**config.mk**
```make
export PLATFORM = sky130hd
export DESIGN_NAME = pll_lock_monitor
export DESIGN_NICKNAME = d
export VERILOG_FILES = /design/src/rtl/pll_mon_pkg.sv /design/src/rtl/sync_2ff.sv /design/src/rtl/pll_lock_monitor.sv
export SDC_FILE = /design/constraint.sdc
export NUM_CORES = 1
export LEC_CHECK = 0
export ABC_AREA = 1
export CORE_MARGIN = 10
export CORE_UTILIZATION = 40
export CTS_CLUSTER_DIAMETER = 200
export CTS_CLUSTER_SIZE = 24
export DETAILED_ROUTE_END_ITERATION = 6
export PLACE_DENSITY = 0.66
export SYNTH_ARGS = -nofsm -noshare
export SYNTH_HDL_FRONTEND = slang
export SYNTH_SLANG_ARGS = --single-unit
```
**constraint.sdc**
```tcl
create_clock -name clkin -period 1.6 [get_ports clkin]
set_clock_uncertainty 0.1 [all_clocks]
set_input_delay 0.16 -clock clkin [delete_from_list [all_inputs] [get_ports clkin]]
set_output_delay 0.16 -clock clkin [all_outputs]
set_load 0.01 [all_outputs]
```
**src/rtl/pll_mon_pkg.sv**
```systemverilog
// Shared constants for the PLL lock monitor.
// Contents:
//   ST_*         state encodings reported on state_o
//   DEF_*        default parameter values
//   max3         helper for sizing the shared phase timer
package pll_mon_pkg;

  localparam logic [1:0] ST_PLLRST = 2'd0;
  localparam logic [1:0] ST_WAIT   = 2'd1;
  localparam logic [1:0] ST_STABLE = 2'd2;
  localparam logic [1:0] ST_RUN    = 2'd3;

  localparam int unsigned DEF_PLL_RST_CYCLES = 16;
  localparam int unsigned DEF_LOCK_TIMEOUT   = 50000;
  localparam int unsigned DEF_LOCK_STABLE    = 1024;
  localparam int unsigned DEF_LOSS_FILTER    = 4;
  localparam int unsigned DEF_CNT_W          = 8;

  function automatic int unsigned max3(int unsigned a, int unsigned b, int unsigned c);
    int unsigned m;
    m = (a > b) ? a : b;
    return (m > c) ? m : c;
  endfunction

endpackage

```
**src/rtl/sync_2ff.sv**
```systemverilog
// Two-flop synchronizer for a single asynchronous level signal.
// Ports:
//   clk   destination clock
//   rst   synchronous active-high reset, clears both flops to 0
//   d     asynchronous input
//   q     synchronized output, d delayed by two clk edges
module sync_2ff (
  input  logic clk,
  input  logic rst,
  input  logic d,
  output logic q
);

  logic meta_q;
  logic sync_q;

  always_ff @(posedge clk) begin
    if (rst) begin
      meta_q <= 1'b0;
      sync_q <= 1'b0;
    end else begin
      meta_q <= d;
      sync_q <= meta_q;
    end
  end

  assign q = sync_q;

endmodule

```
**src/rtl/pll_lock_monitor.sv**
```systemverilog
// PLL supervisor running on the PLL reference clock. Pulses the PLL reset, waits for lock,
// qualifies it for LOCK_STABLE cycles, then releases the system reset. Retries on lock timeout
// and re-resets everything on a filtered lock loss.
// Ports:
//   clkin          reference clock (same net as PLL CLKIN)
//   reset          synchronous active-high block reset
//   pll_lock       PLL lock output, asynchronous
//   pll_reset      registered drive to the PLL reset input
//   sys_rst        registered active-high system reset
//   locked_stable  high only in RUN
//   retry_cnt      saturating count of lock timeouts
//   loss_cnt       saturating count of lock losses seen in RUN
//   state_o        current state encoding
module pll_lock_monitor
  import pll_mon_pkg::*;
#(
  parameter int unsigned PLL_RST_CYCLES = DEF_PLL_RST_CYCLES,
  parameter int unsigned LOCK_TIMEOUT   = DEF_LOCK_TIMEOUT,
  parameter int unsigned LOCK_STABLE    = DEF_LOCK_STABLE,
  parameter int unsigned LOSS_FILTER    = DEF_LOSS_FILTER,
  parameter int unsigned CNT_W          = DEF_CNT_W
) (
  input  logic             clkin,
  input  logic             reset,
  input  logic             pll_lock,
  output logic             pll_reset,
  output logic             sys_rst,
  output logic             locked_stable,
  output logic [CNT_W-1:0] retry_cnt,
  output logic [CNT_W-1:0] loss_cnt,
  output logic [1:0]       state_o
);

  // The timer only ever reaches (limit - 1) before being cleared on a state change.
  localparam int unsigned TimerMax = max3(PLL_RST_CYCLES, LOCK_TIMEOUT, LOCK_STABLE);
  localparam int unsigned TimerW   = $clog2(TimerMax);
  localparam int unsigned FiltW    = $clog2(LOSS_FILTER + 1);

  logic              lock_s;
  logic [1:0]        state_q, state_d;
  logic [TimerW-1:0] timer_q, timer_d;
  logic [FiltW-1:0]  filt_q, filt_d;
  logic [CNT_W-1:0]  retry_q, retry_d;
  logic [CNT_W-1:0]  loss_q, loss_d;
  logic              pll_reset_q, sys_rst_q, locked_q;

  sync_2ff u_lock_sync (
    .clk (clkin),
    .rst (reset),
    .d   (pll_lock),
    .q   (lock_s)
  );

  always_comb begin
    state_d = state_q;
    timer_d = timer_q;
    filt_d  = filt_q;
    retry_d = retry_q;
    loss_d  = loss_q;
    unique case (state_q)
      ST_PLLRST: begin
        // Lock is meaningless while the PLL is held in reset.
        if (timer_q == TimerW'(PLL_RST_CYCLES - 1)) begin
          state_d = ST_WAIT;
          timer_d = '0;
        end else begin
          timer_d = timer_q + TimerW'(1);
        end
      end
      ST_WAIT: begin
        // Lock takes priority over a coincident timeout.
        if (lock_s) begin
          state_d = ST_STABLE;
          timer_d = '0;
        end else if (timer_q == TimerW'(LOCK_TIMEOUT - 1)) begin
          state_d = ST_PLLRST;
          timer_d = '0;
          if (retry_q != '1) retry_d = retry_q + CNT_W'(1);
        end else begin
          timer_d = timer_q + TimerW'(1);
        end
      end
      ST_STABLE: begin
        if (!lock_s) begin
          state_d = ST_WAIT;
          timer_d = '0;
        end else if (timer_q == TimerW'(LOCK_STABLE - 1)) begin
          state_d = ST_RUN;
          timer_d = '0;
          filt_d  = '0;
        end else begin
          timer_d = timer_q + TimerW'(1);
        end
      end
      ST_RUN: begin
        if (lock_s) begin
          filt_d = '0;
        end else if (filt_q == FiltW'(LOSS_FILTER - 1)) begin
          // This sample completes LOSS_FILTER consecutive lows.
          state_d = ST_PLLRST;
          timer_d = '0;
          filt_d  = '0;
          if (loss_q != '1) loss_d = loss_q + CNT_W'(1);
        end else begin
          filt_d = filt_q + FiltW'(1);
        end
      end
    endcase
  end

  always_ff @(posedge clkin) begin
    if (reset) begin
      state_q     <= ST_PLLRST;
      timer_q     <= '0;
      filt_q      <= '0;
      retry_q     <= '0;
      loss_q      <= '0;
      pll_reset_q <= 1'b1;
      sys_rst_q   <= 1'b1;
      locked_q    <= 1'b0;
    end else begin
      state_q     <= state_d;
      timer_q     <= timer_d;
      filt_q      <= filt_d;
      retry_q     <= retry_d;
      loss_q      <= loss_d;
      // Outputs are registered from the next state so they change on the transition edge.
      pll_reset_q <= (state_d == ST_PLLRST);
      sys_rst_q   <= (state_d != ST_RUN);
      locked_q    <= (state_d == ST_RUN);
    end
  end

  assign pll_reset     = pll_reset_q;
  assign sys_rst       = sys_rst_q;
  assign locked_stable = locked_q;
  assign retry_cnt     = retry_q;
  assign loss_cnt      = loss_q;
  assign state_o       = state_q;

endmodule

```
After elaboration in Yosys (flattened, before gate mapping)
Cells that the tools add are included.

word-level totals
  output and inout bits = 21
  input port bits = 3
  logic and storage cells = 58
  register bits after elaboration = 42

cells by class
  bitwise operators = 1
  add/subtract/negate cells = 4
  equality and inequality tests = 15
  muxes and demuxes = 21
  reduce and logical (&&, ||, !) cells = 7

operators by type and width
  kind                   count
  $mux 16                7
  $pmux 16 s4            1
  $add 16x1->16 const B  1
  $add 8x1->8 const B    2
  $eq 16x10->1 const B   1
  $eq 16x16->1 const B   1
  $eq 16x4->1 const B    1
  $ne 8x8->1 const B     2
  $mux 2                 7
  $mux 3                 4
  $ne 2x2->1 const B     4
  $pmux 2 s4             1
  $reduce_and 4->1       2
  $eq 2x2->1 const B     3
  $pmux 3 s2             1
  $logic_not 2->1        2
  $add 3x1->3 const B    1
  $eq 3x2->1 const B     1
  $reduce_and 3->1       1
  $eq 2x1->1 const B     1
  $ne 2x1->1 const B     1
  $reduce_and 2->1       1
  $reduce_bool 2->1      1
  $not 1->1              1

Longest topological paths before layout
  depth after elaboration = 5
  gate-level depth with buffers = 10
  depth with buffers taken out = 10

By module
A second synthesis with hierarchy kept.

unflattened totals
  cell total of the unflattened synthesis = 345
  area, all modules = 2252.2 um^2

modules (own cells, without submodules)
  module            area each (um^2)  seq. area each (um^2)  instances  cells an instance
  pll_lock_monitor  2197.1            800.8                  1          339
  sync_2ff          55.1              40.0                   1          6

Worst setup path after synthesis
No wires, ideal clock.

  path kind = reg-to-reg
  start point = reg loss_q[1] (netlist: loss_cnt[1])
  end point = reg loss_q[5] (netlist: loss_cnt[5])
  data required time = 1385 ps
  period minus slack after synthesis = 1700 ps
  arrival time = 1485 ps
  setup time = 115 ps
  stages on the path, launching flop included = 9
  path buffers = 0
  path slack = -100 ps
  cells stage by stage = dfxtp_1 ha_1 nand3_1 nor2_1 nand3_1 nand2_1 clkinv_1 a31oi_1 nor2_1

between the ends
  word-level cells in the longest chain between the ends = 2
  elaborated cells between the ends (all ways) = 3
  classes of those cells = add/sub: 1; eq/ne: 1; reduce/logical: 1

RTL lines
  item                                                                 line                     source
  start, declared                                                      pll_lock_monitor.sv:44   logic [CNT_W-1:0] loss_q, loss_d;
  start signal, assigned                                               pll_lock_monitor.sv:126  loss_q <= loss_d;
  parallel branches: the longest is 2 deep, another holds $add 8x1->8  -

Several ways; the timed one is not identified.
A chain may end at the register's enable or synchronous reset.

Final worst setup path
  start point = reg timer_q[13]
  end point = reg timer_q[12]

between the ends
  word-level cells in the longest chain between the ends = 4
  elaborated cells between the ends (all ways) = 9
  classes of those cells = eq/ne: 3; mux: 6

RTL lines
  item                                                 line                                            source
  start, declared                                      pll_lock_monitor.sv:41                          logic [TimerW-1:0] timer_q, timer_d;
  start signal, assigned                               pll_lock_monitor.sv:123                         timer_q <= timer_d;
  $eq 16x10->1 / $eq 16x16->1 (equally long branches)  pll_lock_monitor.sv:87, pll_lock_monitor.sv:75
  $mux 16 (on tied branches)                           pll_lock_monitor.sv:87, pll_lock_monitor.sv:75
  $mux 16 (on tied branches)                           pll_lock_monitor.sv:84, pll_lock_monitor.sv:72
  $pmux 16 s4 (*)                                      pll_lock_monitor.sv:60                          unique case (state_q)

Every way passes the cells marked *; elsewhere a longest branch is shown, timed or not.

==> flow_summary_export.csv <==
group,metric,value,unit
status,outcome,"finished, violations left",
status,violations,"setup timing",
pwr,total_power,1.84,mW
synthesis,synth_area_leaders,"dfxtp_1 (38%), nand2_1 (13%), nor2_1 (9.2%)",
timing,worst_pin_slew,0.308,ns
synthesis,syn_area_per_cell,6.76,um^2
pwr,p_leak,1.32,nW
clocking,tritoncts,"done",
clocking,clock-root-buffer,"clkbuf_8",
die,ios,24,
synthesis,syn_nets,334,
synthesis,synth.ff_latch_count,42,
synthesis,ys_types,25,
grt,grt_max_degree,17,
job,maxCapViolCount,0,
timing,fin_crit,1.62,ns
clocking,path_clk_slew,0.08,ns
die,initial_core_util,40.6,%
layout,stdcell_area,0.00311,mm^2
routing,drt_iter0_markers,82,
critical_path,arrival,1.71,ns
synthesis,synth_top_cell_by_area,"dfxtp_1",
die,die_height,94.3,um
grt,antenna_found_initial,0,
synthesis,yosysTopAreaCellShare,38.1,%
synthesis,synth_area,0.00221,mm^2
worst_hold_path,min_path_type,"in -> reg",
routing,remaining_drc_errors,0,
die,die_x,94.3,um
critical_path,worstPathMaxFanout,8,
routing,postRouteWirelength,5500,um
pwr,p_per_area,590,mW/mm^2
timing,slew_violations,0,
timing,period_share,102,%
clocking,clk-insertion-delay-late,0.30,ns
layout,drive_gt1_share,29.8,%
clocking,clkSinkCount,42,
timing,relSlewSlack,79.4,%
routing,via_count,2247,
timing,setup-violations-final,14,
layout,n_antenna_cell,0,
synthesis,async_reset_ff_share,0,%
grt,grt_pass1_wl,8870,um
critical_path,path_class,"reg -> reg",
timing,rsz0062_at_grt,"yes",
routing,antenna_left,0,
layout,area.growth.synth_to_final,40.9,%
pwr,max-vdd-ir-drop,0.309,mV
critical_path,cp-end-kind,"register",
timing,fmax,0.616,GHz
timing,finalHoldViolations,0,
critical_path,crit_path_start_kind,"register",
grt,overflow,0,
routing,viasPerCell,4.83,
die,coreArea,0.00544,mm^2
timing,finalWorstSetupSlack,-0.0244,ns
placement,dpl_cell_area,0.00278,mm^2
placement,placedCellCount,452,
die,dieArea,0.00890,mm^2
synthesis,yosysMostFrequentCell,"nand2_1",
routing,wl_per_cell,11.8,um
placement,port_buffers,23,
grt,gr-usage-all-layers,12.1,%
placement,gp_congestion,0.868,
synthesis,ys.flop_type,"dfxtp_1",
timing,fin_hold_ws,0.262,ns
critical_path,critPathRequiredTime,1.69,ns
layout,instances_no_fill,465,
clocking,htreeDepth,2,
die,row_count,27,
routing,first_pass_iters,4,
synthesis,ys_seq_area_share,38.1,%
synthesis,syn_inst,327,
clocking,cts_buffers,5,
placement,dp_hpwl,3970,um
synthesis,synthTopCellsByCount,"nand2_1 (79), nor2_1 (54), dfxtp_1 (42)",
synthesis,synth_edf_count,0,
synthesis,yosysWarnings,0,
clocking,max-clock-path-buffers,2,
clocking,hold_buffers,0,
layout,layout.nets,399,
grt,grt_pass1_vias,2053,
-- area by class of cell --
type                       count  area [um^2]
clock buffer                   6         72.6
clock inverter                 2         13.8
fill                         498         2320
inverter                      41          159
multi-input combinational    241         1350
sequential                    42          872
tap                           72         90.1
timing repair buffer          61          556
-- through the flow --
step	utilization, %	setup WS [ns]	setup TNS, ns
after floorplan	-	0.0273	0
after global placement	51.1	0.0315	0
after detailed placement	51.1	-0.0202	-0.0445
after CTS	53.1	0.00324	0
after global routing	57.3	-0.125	-1.93
final	57.3	-0.0244	-0.174
-- routing by layer --
metal / GRT usage [%] / share of wire [%] / vias to the layer above
li1: - / - / 1166
met1: 14.8 / 46 / 1027
met2: 19.8 / 47 / 41
met3: 3.28 / 4.6 / 13
met4: 4.18 / 2.2 / 0
met5: 0 / 0 / -
-- state kept, by name, summed over array words and instances, names as in the netlist --
signal              cells
u_lock_sync.meta_q      1
locked_stable           1
loss_cnt                8
timer_q                16
sys_rst                 1
pll_reset               1
u_lock_sync.q           1
filt_q                  3
state_o                 2
retry_cnt               8
-- timing repair --
| action | in CTS | in global routing |
|---|---|---|
| gates resized for setup | 6 | 70 |
| gates cloned | 0 | 1 |
| buffers inserted | 1 | 3 |
| pin swaps | 3 | 14 |
| endpoints found under the setup margin | 10 | 46 |
-- critical path, stage by stage (launching register included) --
cell and delay, ns:
dfxtp_2 0.34, nor2_4 0.10, inv_1 0.05, nor2_1 0.12
nand2_2 0.10, o21bai_4 0.16, nand2_2 0.08, o21ai_4 0.23
clkbuf_16 0.20, nor2_2 0.03
-- where the power goes --
part | switching [mW] | internal (mW) | total [mW]
logic | 0.0464 | 0.0390 | 0.0855
registers | 0.0104 | 1.05 | 1.06
clock network | 0.382 | 0.308 | 0.690
total | 0.439 | 1.40 | 1.84
-- path summary, 6_finish.rpt --
check	startpoint	slack, ns	cells past startpoint	to
worst min register to register	u_lock_sync.meta_q	0.30	2	u_lock_sync.q
worst max-delay path	timer_q[13]	-0.02	9	timer_q[12]
worst min-delay path	pll_lock	0.26	3	u_lock_sync.meta_q
worst max register to register	timer_q[13]	-0.02	9	timer_q[12]
-- cells by family after synthesis --
kind of cell / after synthesis / synth area share [%]
AOI/OAI and AO/OA: 36 / 9.46
buffers and inverters: 44 / 8.27
muxes: 1 / 0.453
xor gates and xnor gates: 13 / 5.15
DFF: 42 / 38.1
adders and majority gates: 4 / 2.27
and+or+nand+nor: 187 / 36.4
-- placed cells by master (no fill, tap or decap), types with 2 or more instances in the layout --
cell and instances:
dlymetal6s2s_1 4, nand3b_1 2, o21ai_1 7, dfxtp_1 23, o21ai_0 8, clkbuf_8 5
nor2_2 18, a21oi_1 15, nand4_1 8, buf_4 36, xor2_1 9, inv_1 38
xnor2_1 3, nand2_1 73, dfxtp_2 16, nand3_2 3, nor2_4 8, nor3_1 3
nand2_2 9, nor2_1 38, nand3_1 21, dfxtp_4 3, clkdlybuf4s50_1 19, ha_2 2
a21oi_2 2, inv_4 2
No activity file was read; power rests on OpenSTA's default activity.
